[src/rtl/harvos_dma_fw_pkg.sv]
// harvos_dma_fw_pkg: FSM encoding, config word map and control bit positions
// shared by the multi-region DMA firewall and its per-region sub-module.
package harvos_dma_fw_pkg;

   typedef enum logic [1:0] {
      S_IDLE  = 2'd0,
      S_WAIT  = 2'd1,
      S_FAULT = 2'd2
   } fw_state_e;

   localparam logic [5:0] CTRL  = 6'd0;
   localparam logic [5:0] ROM   = 6'd1;
   localparam logic [5:0] FADDR = 6'd2;
   localparam logic [5:0] FINFO = 6'd3;

   localparam int unsigned REGION_BASE   = 4;
   localparam int unsigned REGION_STRIDE = 3;

   localparam int unsigned CTRL_LOCK    = 0;
   localparam int unsigned CTRL_CLR     = 1;
   localparam int unsigned RCTRL_EN     = 0;
   localparam int unsigned RCTRL_BLK_RD = 1;
   localparam int unsigned RCTRL_BLK_WR = 2;

endpackage

[src/rtl/harvos_dma_fw_region.sv]
// harvos_dma_fw_region: one protected base/mask region with its own control
// register and the combinational hit/block decision for the current DMA access.
module harvos_dma_fw_region
   import harvos_dma_fw_pkg::*;
(
   input  logic        clk,
   input  logic        rst_n,
   input  logic        wr_base,
   input  logic        wr_mask,
   input  logic        wr_ctrl,
   input  logic [31:0] wdata,
   input  logic [31:0] addr,
   input  logic        we,
   output logic [31:0] base,
   output logic [31:0] mask,
   output logic [2:0]  ctrl,
   output logic        block
);

   logic [31:0] base_q, base_d;
   logic [31:0] mask_q, mask_d;
   logic [2:0]  ctrl_q, ctrl_d;
   logic        hit;

   always_comb begin
      base_d = wr_base ? wdata : base_q;
      mask_d = wr_mask ? wdata : mask_q;
      ctrl_d = wr_ctrl ? wdata[2:0] : ctrl_q;
   end

   always_ff @(posedge clk or negedge rst_n) begin
      if (!rst_n) begin
         base_q <= '0;
         mask_q <= '1;
         ctrl_q <= '0;
      end else begin
         base_q <= base_d;
         mask_q <= mask_d;
         ctrl_q <= ctrl_d;
      end
   end

   always_comb begin
      hit   = ctrl_q[RCTRL_EN] && ((addr & ~mask_q) == base_q);
      block = hit && (we ? ctrl_q[RCTRL_BLK_WR] : ctrl_q[RCTRL_BLK_RD]);
   end

   assign base = base_q;
   assign mask = mask_q;
   assign ctrl = ctrl_q;

endmodule

[src/rtl/harvos_dma_firewall_mr.sv]
// harvos_dma_firewall_mr: multi-region DMA firewall with fault log and single-outstanding
// forwarding. Define HARVOS_DMA_FW_TIMEOUT_EN to add a response timeout in WAIT.
module harvos_dma_firewall_mr
   import harvos_dma_fw_pkg::*;
#(
   parameter int unsigned NREG      = 4,
   parameter int unsigned ROM_BYTES = 16384,
   parameter int unsigned CNT_W     = 16,
   parameter int unsigned TIMEOUT   = 255
) (
   input  logic        clk,
   input  logic        rst_n,
   input  logic        cfg_en,
   input  logic        cfg_we,
   input  logic [5:0]  cfg_addr,
   input  logic [31:0] cfg_wdata,
   output logic [31:0] cfg_rdata,
   input  logic        dma_req,
   input  logic        dma_we,
   input  logic [3:0]  dma_be,
   input  logic [31:0] dma_addr,
   input  logic [31:0] dma_wdata,
   output logic [31:0] dma_rdata,
   output logic        dma_done,
   output logic        dma_fault,
   output logic        fw_req,
   output logic        fw_we,
   output logic [3:0]  fw_be,
   output logic [31:0] fw_addr,
   output logic [31:0] fw_wdata,
   input  logic [31:0] m_rdata,
   input  logic        m_rvalid,
   input  logic        m_fault,
   output logic        fault_irq
);

   fw_state_e        state_q, state_d;
   logic             fw_req_q, fw_req_d, fw_we_q, fw_we_d;
   logic [3:0]       fw_be_q, fw_be_d;
   logic [31:0]      fw_addr_q, fw_addr_d, fw_wdata_q, fw_wdata_d;
   logic             done_q, done_d, dfault_q, dfault_d;
   logic [31:0]      rdata_q, rdata_d;
   logic             lock_q, lock_d;
   logic [31:0]      rom_q, rom_d;
   logic             flog_v_q, flog_v_d, flog_we_q, flog_we_d;
   logic [31:0]      flog_addr_q, flog_addr_d;
   logic [CNT_W-1:0] flog_cnt_q, flog_cnt_d;
   logic             ev, ev_we;
   logic [31:0]      ev_addr;
   logic             cfg_wr, cfg_wr_ok, clr, blk, finfo_to;
`ifdef HARVOS_DMA_FW_TIMEOUT_EN
   logic [15:0]      to_cnt_q, to_cnt_d;
   logic             ev_to, flog_to_q, flog_to_d;
`endif

   logic [NREG-1:0][31:0] r_base, r_mask;
   logic [NREG-1:0][2:0]  r_ctrl;
   logic [NREG-1:0]       r_blk;

   assign cfg_wr    = cfg_en && cfg_we;
   assign cfg_wr_ok = cfg_wr && !lock_q;
   assign clr       = cfg_wr && (cfg_addr == CTRL) && cfg_wdata[CTRL_CLR];

   for (genvar i = 0; i < NREG; i++) begin : g_region
      localparam logic [5:0] IDX = 6'(REGION_BASE + REGION_STRIDE * i);
      harvos_dma_fw_region u_region (
         .clk     (clk),
         .rst_n   (rst_n),
         .wr_base (cfg_wr_ok && (cfg_addr == IDX)),
         .wr_mask (cfg_wr_ok && (cfg_addr == IDX + 6'd1)),
         .wr_ctrl (cfg_wr_ok && (cfg_addr == IDX + 6'd2)),
         .wdata   (cfg_wdata),
         .addr    (dma_addr),
         .we      (dma_we),
         .base    (r_base[i]),
         .mask    (r_mask[i]),
         .ctrl    (r_ctrl[i]),
         .block   (r_blk[i])
      );
   end

   assign blk = (dma_we && (dma_addr < rom_q)) || (|r_blk);

   always_comb begin
      state_d    = state_q;
      fw_req_d   = 1'b0;
      fw_we_d    = fw_we_q;
      fw_be_d    = fw_be_q;
      fw_addr_d  = fw_addr_q;
      fw_wdata_d = fw_wdata_q;
      done_d     = 1'b0;
      dfault_d   = 1'b0;
      rdata_d    = '0;
      ev         = 1'b0;
      ev_we      = fw_we_q;
      ev_addr    = fw_addr_q;
`ifdef HARVOS_DMA_FW_TIMEOUT_EN
      to_cnt_d   = '0;
      ev_to      = 1'b0;
`endif
      // Completion is issued on the transition, so done is already high while the
      // master still holds dma_req; the !done_q guard keeps that from re-launching.
      unique case (state_q)
         S_IDLE: begin
            if (dma_req && !done_q) begin
               if (blk) begin
                  state_d  = S_FAULT;
                  done_d   = 1'b1;
                  dfault_d = 1'b1;
                  ev       = 1'b1;
                  ev_we    = dma_we;
                  ev_addr  = dma_addr;
               end else begin
                  state_d    = S_WAIT;
                  fw_req_d   = 1'b1;
                  fw_we_d    = dma_we;
                  fw_be_d    = dma_be;
                  fw_addr_d  = dma_addr;
                  fw_wdata_d = dma_wdata;
               end
            end
         end
         S_WAIT: begin
            if (m_rvalid) begin
               state_d  = S_IDLE;
               done_d   = 1'b1;
               dfault_d = m_fault;
               rdata_d  = fw_we_q ? '0 : m_rdata;
               ev       = m_fault;
            end
`ifdef HARVOS_DMA_FW_TIMEOUT_EN
            else if (to_cnt_q == 16'(TIMEOUT - 1)) begin
               state_d  = S_FAULT;
               done_d   = 1'b1;
               dfault_d = 1'b1;
               ev       = 1'b1;
               ev_to    = 1'b1;
            end else begin
               to_cnt_d = to_cnt_q + 16'd1;
            end
`endif
         end
         S_FAULT: state_d = S_IDLE;
         default: state_d = S_IDLE;
      endcase
   end

   always_ff @(posedge clk or negedge rst_n) begin
      if (!rst_n) begin
         state_q    <= S_IDLE;
         fw_req_q   <= 1'b0;
         fw_we_q    <= 1'b0;
         fw_be_q    <= '0;
         fw_addr_q  <= '0;
         fw_wdata_q <= '0;
         done_q     <= 1'b0;
         dfault_q   <= 1'b0;
         rdata_q    <= '0;
`ifdef HARVOS_DMA_FW_TIMEOUT_EN
         to_cnt_q   <= '0;
`endif
      end else begin
         state_q    <= state_d;
         fw_req_q   <= fw_req_d;
         fw_we_q    <= fw_we_d;
         fw_be_q    <= fw_be_d;
         fw_addr_q  <= fw_addr_d;
         fw_wdata_q <= fw_wdata_d;
         done_q     <= done_d;
         dfault_q   <= dfault_d;
         rdata_q    <= rdata_d;
`ifdef HARVOS_DMA_FW_TIMEOUT_EN
         to_cnt_q   <= to_cnt_d;
`endif
      end
   end

   // Clear is applied before the event so a same-cycle fault starts a fresh log.
   always_comb begin
      lock_d      = lock_q | (cfg_wr_ok && (cfg_addr == CTRL) && cfg_wdata[CTRL_LOCK]);
      rom_d       = (cfg_wr_ok && (cfg_addr == ROM)) ? cfg_wdata : rom_q;
      flog_v_d    = flog_v_q;
      flog_we_d   = flog_we_q;
      flog_addr_d = flog_addr_q;
      flog_cnt_d  = flog_cnt_q;
`ifdef HARVOS_DMA_FW_TIMEOUT_EN
      flog_to_d   = flog_to_q;
`endif
      if (clr) begin
         flog_v_d    = 1'b0;
         flog_we_d   = 1'b0;
         flog_addr_d = '0;
         flog_cnt_d  = '0;
`ifdef HARVOS_DMA_FW_TIMEOUT_EN
         flog_to_d   = 1'b0;
`endif
      end
      if (ev) begin
         if (!flog_v_d) begin
            flog_v_d    = 1'b1;
            flog_we_d   = ev_we;
            flog_addr_d = ev_addr;
`ifdef HARVOS_DMA_FW_TIMEOUT_EN
            flog_to_d   = ev_to;
`endif
         end
         if (flog_cnt_d != '1) flog_cnt_d = flog_cnt_d + 1'b1;
      end
   end

   always_ff @(posedge clk or negedge rst_n) begin
      if (!rst_n) begin
         lock_q      <= 1'b0;
         rom_q       <= 32'(ROM_BYTES);
         flog_v_q    <= 1'b0;
         flog_we_q   <= 1'b0;
         flog_addr_q <= '0;
         flog_cnt_q  <= '0;
`ifdef HARVOS_DMA_FW_TIMEOUT_EN
         flog_to_q   <= 1'b0;
`endif
      end else begin
         lock_q      <= lock_d;
         rom_q       <= rom_d;
         flog_v_q    <= flog_v_d;
         flog_we_q   <= flog_we_d;
         flog_addr_q <= flog_addr_d;
         flog_cnt_q  <= flog_cnt_d;
`ifdef HARVOS_DMA_FW_TIMEOUT_EN
         flog_to_q   <= flog_to_d;
`endif
      end
   end

`ifdef HARVOS_DMA_FW_TIMEOUT_EN
   assign finfo_to = flog_to_q;
`else
   assign finfo_to = 1'b0;
`endif

   always_comb begin
      cfg_rdata = '0;
      case (cfg_addr)
         CTRL:    cfg_rdata = {31'd0, lock_q};
         ROM:     cfg_rdata = rom_q;
         FADDR:   cfg_rdata = flog_addr_q;
         FINFO:   cfg_rdata = {16'(flog_cnt_q), 13'd0, finfo_to, flog_we_q, flog_v_q};
         default: cfg_rdata = '0;
      endcase
      for (int unsigned i = 0; i < NREG; i++) begin
         if ({26'd0, cfg_addr} == REGION_BASE + REGION_STRIDE * i)     cfg_rdata = r_base[i];
         if ({26'd0, cfg_addr} == REGION_BASE + REGION_STRIDE * i + 1) cfg_rdata = r_mask[i];
         if ({26'd0, cfg_addr} == REGION_BASE + REGION_STRIDE * i + 2) cfg_rdata = {29'd0, r_ctrl[i]};
      end
   end

   assign dma_rdata = rdata_q;
   assign dma_done  = done_q;
   assign dma_fault = dfault_q;
   assign fw_req    = fw_req_q;
   assign fw_we     = fw_we_q;
   assign fw_be     = fw_be_q;
   assign fw_addr   = fw_addr_q;
   assign fw_wdata  = fw_wdata_q;
   assign fault_irq = flog_v_q;

endmodule

[config.mk]
export PLATFORM = sky130hd
export DESIGN_NAME = harvos_dma_firewall_mr
export DESIGN_NICKNAME = d
export VERILOG_FILES = /design/src/rtl/harvos_dma_fw_pkg.sv /design/src/rtl/harvos_dma_fw_region.sv /design/src/rtl/harvos_dma_firewall_mr.sv
export SDC_FILE = /design/constraint.sdc
export NUM_CORES = 1
export LEC_CHECK = 0
export CAP_MARGIN = 20
export CORE_MARGIN = 2
export CORE_UTILIZATION = 61
export CTS_CLUSTER_SIZE = 28
export DETAILED_ROUTE_END_ITERATION = 12
export PLACE_DENSITY = 0.83
export SLEW_MARGIN = 20
export SYNTH_ARGS = -nofsm -noshare
export SYNTH_HDL_FRONTEND = slang
export SYNTH_SLANG_ARGS = --single-unit
[constraint.sdc]
create_clock -name clk -period 4.25 [get_ports clk]
set_input_delay 0.6375 -clock clk [delete_from_list [all_inputs] [get_ports clk]]
set_output_delay 0.6375 -clock clk [all_outputs]
set_load 0.05 [all_outputs]
==> impl_metrics.tcl, run 1 <==
set metrics [dict create \
    path_clk_slew_ns 0.06 \
    io_pins 283 \
    grt_usage_pct 38.5 \
    first_pass_iters 6 \
    setup_viol 0 \
    grt_max_degree 114 \
    coreArea_um2 37400 \
    cts-root-buf "clkbuf_16" \
    grt_pass1_vias 18813 \
    hold_class "primary input to async pin" \
    rsz0062_at_grt "no" \
    worstSkewPairLatency_ns 0.61 \
    synth_cells 1923 \
    drt_iter0_drc 1883 \
    drive_gt1_share_pct 32.3 \
    design_power_total_w 0.0142 \
    synth_seq_cells 457 \
    htreeDepth 2 \
    postCtsSetupRepairBufs 0 \
    ys_types 61 \
    die-width_um 198 \
    clockBufferDepth 3 \
    syn_to_final_growth_pct 25.7 \
    ys.flop_type "dfrtp_1" \
    worst-slew-pin-transition_ns 1.03 \
    dieArea_um2 39300 \
    fin_nets 2418 \
    worstPathArrival_ns 3.33 \
    vdd_ir_drop_max_v 0.000346 \
    routed_wl_um 74700 \
    setup_ws_ns 0.285 \
    grt_pass1_wl_um 113000 \
    leakage_nw 12.2 \
    tns_ns 0 \
    finalHoldViolations 0 \
    synth.largest_area_cell "dfrtp_1" \
    cp-end-kind "output pin" \
    row_count 71 \
    numClockSinks 457 \
    gp_congestion 0.978 \
    finalCritPeriodShare_pct 93.3 \
    netlist_area_um2 23000 \
    fmax_mhz 252 \
    synth_area_leaders "dfrtp_1 36%, mux2_2 18%, dfstp_2 15%, xnor2_1 5.1%, nor2b_1 3.3%" \
    numCtsBuffers 48 \
    finClkSkew_ns 0.0216 \
    seq_area_frac_synth_pct 50.4 \
    post-route-min-period_ns 3.96 \
    synth_top_area_share_pct 35.7 \
    avgSynthCellArea_um2 12.0 \
    critPathRequiredTime_ns 3.61 \
    status "complete, no violations" \
    p_per_area_nw_per_um2 490 \
    vias_per_cell 6.54 \
    pre_cts_ws_ns 0.0857 \
    antenna_found_initial 2 \
    die_height_um 198 \
    yosysWarnings 0 \
    gr-total-overflow 0 \
    hold_buffers 0 \
    relSlewSlack_pct 31.1 \
    maxCapViolations 0 \
    cts-resized-gates 0 \
    slew_viol_final 0 \
    async_reset_ff_share_pct 100 \
    cts_tree "done" \
    synth_edf_count 0 \
    initial_core_util_pct 61.5 \
    path_max_fanout 7 \
    start_kind "primary input" \
    synth_nets 2101 \
    vias 18260 \
    io_buffers 282 \
    ant_nets 0 \
    critPathKind "primary input to output pin" \
    wl_per_cell_um 26.8 \
    fill_cells 2377 \
    hpwlAfterDp_um 51200 \
    route.detailed.drc 0 \
]
-- Yosys cell counts (all sizes together), types with 11 or more instances --
| cell | n |
|---|---|
| nor4 | 24 |
| nor2 | 50 |
| clkbuf | 53 |
| nor3 | 21 |
| a21oi | 40 |
| a32o | 11 |
| dfrtp | 328 |
| a22oi | 74 |
| dfstp | 129 |
| and2 | 38 |
| nor2b | 123 |
| o21ai | 14 |
| nand2 | 111 |
| nand3 | 35 |
| buf | 45 |
| ha | 32 |
| nand2b | 26 |
| nand4 | 53 |
| a222oi | 20 |
| a211oi | 11 |
| a221oi | 45 |
| inv | 36 |
| mux2 | 375 |
| a22o | 42 |
| xnor2 | 133 |
-- critical path: stages --
cell	delay, ns
clkdlybuf4s50_1	0.51
or4_1	0.67
nor2_2	0.35
a221oi_1	0.16
a31oi_1	0.24
a221o_1	0.15
mux2i_1	0.08
nand3_1	0.11
a221o_1	0.24
buf_12	0.17
-- sequential cells by signal, indices dropped and copies added (netlist names), 12 cells and up --
signal and count:
dma_rdata 32, flog_addr_q 32, fw_wdata 32, fw_addr 32, g_region.u_region.base 128, rom_q 32, g_region.u_region.mask 128, flog_cnt_q 16
g_region.u_region.ctrl 12
-- per-layer routing --
metal  global-route usage, %  vias up  wire [um]
li1                        -     7668          -
met1                    48.6     9185      27600
met2                    61.5     1120      35300
met3                    9.21      285       7680
met4                    20.5        2       4060
met5                       0        -         13
-- cells in the final DEF, fill, tap and decap left out, drive strengths merged, types with 14 or more instances in the layout --
master,instances
mux2,375
dfrtp,328
clkdlybuf4s50,249
xnor2,133
dfstp,129
nor2b,123
buf,116
nand2,111
a22oi,74
clkbuf,72
nand4,53
nor2,50
a221oi,45
a22o,42
a21oi,40
and2,38
inv,36
nand3,35
ha,32
nand2b,26
nor4,24
nor3,21
a222oi,20
o21ai,14
-- worst paths after layout --
| path | cells after the start | slack (ns) | start | end |
|---|---|---|---|---|
| worst max-delay path | 10 | 0.29 | cfg_addr[0] | cfg_rdata[0] |
| worst min-delay path | 1 | 0.13 | rst_n | fw_wdata[11]$_DFFE_PN0P_ |
| worst max register to register | 14 | 0.51 | rom_q[16]$_DFFE_PN0P_ | flog_we_q$_DFF_PN0_ |
| worst min register to register | 2 | 0.48 | flog_addr_q[14]$_DFF_PN0_ | flog_addr_q[14]$_DFF_PN0_ |
| max in group asynchronous | 2 | 3.02 | rst_n | g_region[1].u_region.mask[10]$_DFFE_PN1P_ |
| min in group clk | 2 | 0.48 | flog_addr_q[14]$_DFF_PN0_ | flog_addr_q[14]$_DFF_PN0_ |
-- layout make-up --
cell class / instances / area, um^2 / area share, %
Antenna cell: 1 / 2.50 / 0.00866
Clock buffer: 72 / 1430 / 4.95
Clock inverter: 18 / 255 / 0.883
Timing Repair Buffer: 365 / 3930 / 13.6
Tap cell: 511 / 639 / 2.21
Inverter: 36 / 135 / 0.467
Sequential cell: 457 / 11600 / 40.1
Multi-Input combinational cell: 1332 / 10900 / 37.8
-- power by group --
part           total (W)  switching [W]  internal [W]
clock            0.00446        0.00181       0.00264
combinational    0.00393        0.00238       0.00155
sequential       0.00577       0.000600       0.00517
total             0.0142        0.00480       0.00936
-- stage by stage --
step / instances / hold WS [ns] / area (um^2) / util (%)
6_report: 2792 / 0.128 / 28900 / 77.3
3_5_place_dp: 2701 / 0.461 / 27200 / 72.8
5_1_grt: 2792 / 0.207 / 28900 / 77.3
4_1_cts: 2791 / 0.183 / 28900 / 77.3
3_3_place_gp: 2701 / 0.455 / 27200 / 72.8
2_1_floorplan: 1923 / 0.342 / 23000 / -
-- logic make-up after synthesis --
group,after synthesis,synth area share (%)
adders and majority gates,32,1.74
and+or+nand+nor,509,12.2
DFF,457,50.4
buffers and inverters,134,2.38
muxes,383,18.7
xor gates and xnor gates,134,5.10
AOI/OAI and AO/OA,274,9.47
(Power assumes the default switching activity.)
==> run 2: changes to the inputs <==
--- a/config.mk
+++ b/config.mk
@@ -11,6 +11,7 @@
 export CTS_CLUSTER_SIZE = 28
 export DETAILED_ROUTE_END_ITERATION = 12
 export PLACE_DENSITY = 0.83
+export RECOVER_POWER = 100
 export SLEW_MARGIN = 20
 export SYNTH_ARGS = -nofsm -noshare
 export SYNTH_HDL_FRONTEND = slang
==> constraint.sdc (replaced) <==
create_clock -name clk -period 4.25 [get_ports clk]
set_input_delay 0.6375 -clock clk [delete_from_list [all_inputs] [get_ports clk]]
set_output_delay 0.6375 -clock clk [all_outputs]
set_load 0.02 [all_outputs]
==> impl_metrics.tcl, run 2 (synthesis results as in run 1) <==
set metrics [dict create \
    grt_pass1_wl_um 112000 \
    vias 18162 \
    io_buffers 282 \
    start_kind "primary input" \
    p_per_area_nw_per_um2 454 \
    clockBufferDepth 3 \
    antenna_found_initial 4 \
    fin_nets 2416 \
    route.detailed.drc 0 \
    vias_per_cell 6.51 \
    stdcell_area_um2 28200 \
    routed_wl_um 74400 \
    io_pins 283 \
    fmax_mhz 240 \
    path_max_fanout 19 \
    ant_nets 0 \
    gp_congestion 0.986 \
    finClkSkew_ns 0.0145 \
    slew_viol_final 260 \
    fill_cells 2440 \
    hold_class "register to register" \
    hold_buffers 0 \
    p_sw_w 0.00389 \
    power_frac_comb_pct 23.0 \
    leakage_nw 12.1 \
    mostFrequentLayoutCells "370 x mux2_2, 328 x dfrtp_1, 149 x clkdlybuf4s50_1" \
    hpwlAfterDp_um 50800 \
    relSlewSlack_pct -72.9 \
    grt_pass1_vias 18477 \
    drive_gt1_share_pct 29.2 \
    finalCritPeriodShare_pct 98.1 \
    placed_area_um2 26900 \
    cp-end-kind "output pin" \
    status "finished with violations" \
    grt_max_degree 99 \
    die-width_um 198 \
    violations "capacitance limit, slew limit" \
    setup_viol 0 \
    internal_power_w 0.00893 \
    critPathRequiredTime_ns 3.61 \
    dieArea_um2 39300 \
    finalHoldViolations 0 \
    final_common_cell "mux2_2" \
    worstSkewPairLatency_ns 0.59 \
    first_pass_iters 9 \
    htreeDepth 2 \
    pre_cts_ws_ns -0.123 \
    vdd_ir_drop_max_v 0.000423 \
    path_clk_slew_ns 0.06 \
    postCtsSetupRepairBufs 0 \
    numCtsBuffers 48 \
    numClockSinks 457 \
    initial_core_util_pct 61.5 \
    critPathKind "primary input to output pin" \
    worstPathArrival_ns 3.53 \
    rsz0062_at_grt "no" \
    grt_usage_pct 38.4 \
    wl_per_cell_um 26.7 \
    cts-root-buf "clkbuf_16" \
    coreArea_um2 37400 \
    maxCapViolations 7 \
    pwr-share-clk_pct 32.1 \
    syn_to_final_growth_pct 22.8 \
    gr-total-overflow 0 \
    sequentialPowerShare_pct 44.9 \
    post-route-min-period_ns 4.17 \
    cts_tree "done" \
    setup_ws_ns 0.0817 \
    die_height_um 198 \
    row_count 71 \
    switching_share_pct 30.3 \
    tns_ns 0 \
    drt_iter0_drc 2072 \
    rrSetupSlack_ns 0.35 \
    worst-slew-pin-transition_ns 2.59 \
]
run 2: changes by cell type in the layout (fill, tap and decap cells not counted), sizes merged:
cell | previous run | this run
dlygate4sd3 | 0 | 130
clkdlybuf4s50 | 249 | 149
buf | 116 | 56
clkbuf | 72 | 100
bufinv | 5 | 2
clkinv | 12 | 13
diode | 1 | 2
run 2: final timing paths:
kind                                                 from                         to  depth (start not counted)
worst min register to register  flog_addr_q[10]$_DFF_PN0_  flog_addr_q[10]$_DFF_PN0_                          2
worst max register to register      rom_q[30]$_DFFE_PN0P_    fw_addr[18]$_DFFE_PN0P_                         12
worst min-delay path            flog_addr_q[10]$_DFF_PN0_  flog_addr_q[10]$_DFF_PN0_                          2
min in group asynchronous                           rst_n   fw_wdata[13]$_DFFE_PN0P_                          1
worst max-delay path                          cfg_addr[5]               cfg_rdata[9]                         10
max in group asynchronous                           rst_n    fw_addr[21]$_DFFE_PN0P_                          2
run 2: final cells by class:
class / instances / area [um^2] / area share, %
flip-flops and latches: 457 / 11600 / 41.1
inverters: 36 / 135 / 0.479
diodes: 2 / 5.00 / 0.0177
clock inverters: 16 / 133 / 0.470
repair buffers: 363 / 3490 / 12.3
clock buffers: 72 / 1390 / 4.93
well taps: 511 / 639 / 2.26
multi-input cells: 1332 / 10800 / 38.4
run 2: metrics by stage:
| stage | std cells | hold slack, ns | total power [W] | utilization, % |
|---|---|---|---|---|
| after global routing | 2787 | 0.494 | 0.0133 | 75.5 |
| after global placement | 2699 | 0.457 | 0.00877 | 72.0 |
| after detailed placement | 2699 | 0.466 | 0.00888 | 72.0 |
| after CTS | 2787 | 0.132 | 0.0130 | 76.1 |
| final | 2789 | 0.486 | 0.0128 | 75.5 |
| after floorplan | 1923 | 0.342 | 0.00727 | - |
run 2: timing repair:
item                                    CTS  global route
gates resized for setup                   0             1
hold endpoints to repair                  0             0
endpoints found under the setup margin    0             2
run 2: power groups by stage:
stage          clock, W  sequential (W)  combinational [W]
3_5_place_dp          0         0.00581            0.00308
4_1_cts         0.00414         0.00575            0.00310
5_1_grt         0.00432         0.00583            0.00314
6_report        0.00412         0.00575            0.00296
2_1_floorplan         0         0.00605            0.00122
3_3_place_gp          0         0.00577            0.00299
run 2: worst max-delay path, cell delays in order:
cell,delay (ns)
clkdlybuf4s50_1,0.43
nor2_1,0.25
nand3b_1,0.20
nor2_1,0.18
buf_4,0.33
buf_4,0.41
a22o_1,0.22
a221oi_1,0.05
nand3_1,0.11
dlygate4sd3_1,0.68
run 2: layer usage:
metal	global-route usage [%]	up-vias	wire (um)
met4	17.9	2	3860
li1	-	7672	-
met1	49.5	9119	28000
met2	62.1	1087	34900
met5	0	-	8
met3	8.65	282	7660
==> edit: new RTL, flow settings as in run 2 <==
Build with the macro `HARVOS_DMA_FW_TIMEOUT_EN` defined.
--- a/src/rtl/harvos_dma_firewall_mr.sv
+++ b/src/rtl/harvos_dma_firewall_mr.sv
@@ -1,5 +1,7 @@
 // harvos_dma_firewall_mr: multi-region DMA firewall with fault log and single-outstanding
 // forwarding. Define HARVOS_DMA_FW_TIMEOUT_EN to add a response timeout in WAIT.
+`define HARVOS_DMA_FW_TIMEOUT_EN
+
 module harvos_dma_firewall_mr
    import harvos_dma_fw_pkg::*;
 #(
Function: not settled (the Yosys comparison gave no result); the edit may change what the design does.
==> edit against run 2 <==
The flow still finishes with violations (capacitance limit, slew limit). Power up 8.1%. Area after synthesis up 2.6%. Setup slack better by 0.018 ns. Final area up 4.3%. Sequential cell count up 17. Routed wire length up 8.0%. Global-route usage up 1.5 points. Largest power group unchanged.
==> edit: results <==
set metrics [dict create \
    status "complete, but fails checks" \
    violations "capacitance limit, slew limit" \
    clock-root-buffer "clkbuf_16" \
    route.met2.wl_um 37190 \
    antenna_found_initial 3 \
    r2r_slack_ns 0.17 \
    holdPathStages 1 \
    met3_usage_pct 8.994 \
    drv_cap 5 \
    numPortBuffers 282 \
    arrival_ns 3.51 \
    startpoint "cfg_addr[2]" \
    tightest_slew_ns 3.033 \
    vias_per_cell 6.499 \
    crit_fanout 12 \
    synth_cell_types 69 \
    grt_pass1_wl_um 121000 \
    dr.pass1.iters 7 \
    use_met2_pct 62.54 \
    gp_congestion 0.9924 \
    grt_max_degree 115 \
    first_global_vias 19314 \
    min-delay-start "to_cnt_q[0]" \
    final_layout_size_suffix_gt1_share_pct 30.52 \
    syn_nets 2120 \
    hpwl_um 56100 \
    met1Wirelength_um 30050 \
    r2r-end "flog_addr_q[22]" \
    met3_length_um 8300 \
    use_met1_pct 51.58 \
    hold_end "to_cnt_q[0]" \
    ys_top_cells_by_area "dfrtp_1 37%, mux2_2 18%, dfstp_2 14%, xnor2_1 4.9%, nor2b_1 3.3%" \
    cts_buffers 49 \
    vdd_drop_max_mv 0.5189 \
    slew_violations 201 \
    routed_wl_um 80400 \
    synthTopCellsByCount "372 x mux2_2, 345 x dfrtp_1, 133 x xnor2_1" \
    grt_usage_pct 39.95 \
    ys_seq_area_share_pct 50.94 \
    fin_nets 2488 \
    p_leak_nw 12.85 \
    r2r-start "rom_q[31]" \
    clock-skew-final_ns 0.02211 \
    endpoint "cfg_rdata[5]" \
    drtIter0Drc 1763 \
]
## edit: changes by cell type after synthesis, sizes merged, moves of 10 or more
cell / run 2 / this run
nand2: 111 / 69
and3: 3 / 31
a21o: 3 / 28
a2bb2oi: 0 / 23
mux2i: 8 / 26
a21oi: 40 / 23
dfrtp: 328 / 345
a221oi: 45 / 30
a22o: 42 / 31
xor2: 1 / 12
a32o: 11 / 1
## edit: kinds of logic (layout without fill, tap and decap cells)
kind of cell / count (synthesis) / in the layout / share of synthesized area (%)
other cells: 0 / 1 / 0
mux: 399 / 399 / 18.90
buf+inv: 136 / 545 / 2.253
simple gates: 461 / 461 / 11.00
compound gates: 291 / 291 / 9.728
flops: 474 / 474 / 50.94
fa+ha+maj: 34 / 34 / 1.802
xor+xnor: 145 / 145 / 5.381
## edit: metrics by stage
| step | util, % | cell area (sq um) | setup slack, ns | cells | hold WS, ns |
|---|---|---|---|---|---|
| finish | 76.72 | 29440 | 0.09957 | 2868 | 0.4938 |
| global route | 76.71 | 29440 | 0.004098 | 2867 | 0.5161 |
| CTS | 77.30 | 29670 | 0.02585 | 2867 | 0.1607 |
| detailed placement | 72.88 | 27970 | 0.05611 | 2775 | 0.4883 |
| global placement | 72.88 | 27970 | 0.04137 | 2775 | 0.4667 |
| floorplan | - | 23600 | 0.7028 | 1940 | 0.3419 |
## edit: area by class of cell
cell class / instances / area (sq um)
inverters: 38 / 143.9
multi-input cells: 1330 / 11070
repair buffers: 415 / 3854
flip-flops and latches: 474 / 12020
well taps: 518 / 648.1
clock inverters: 23 / 284.0
clock buffers: 69 / 1414
diodes: 1 / 2.502
fillers: 2457 / 8935
## edit: report_power, final
part,internal [W],switching [W]
Combinational,0.00159,0.00172
Sequential,0.00538,0.000617
Clock,0.00269,0.00185
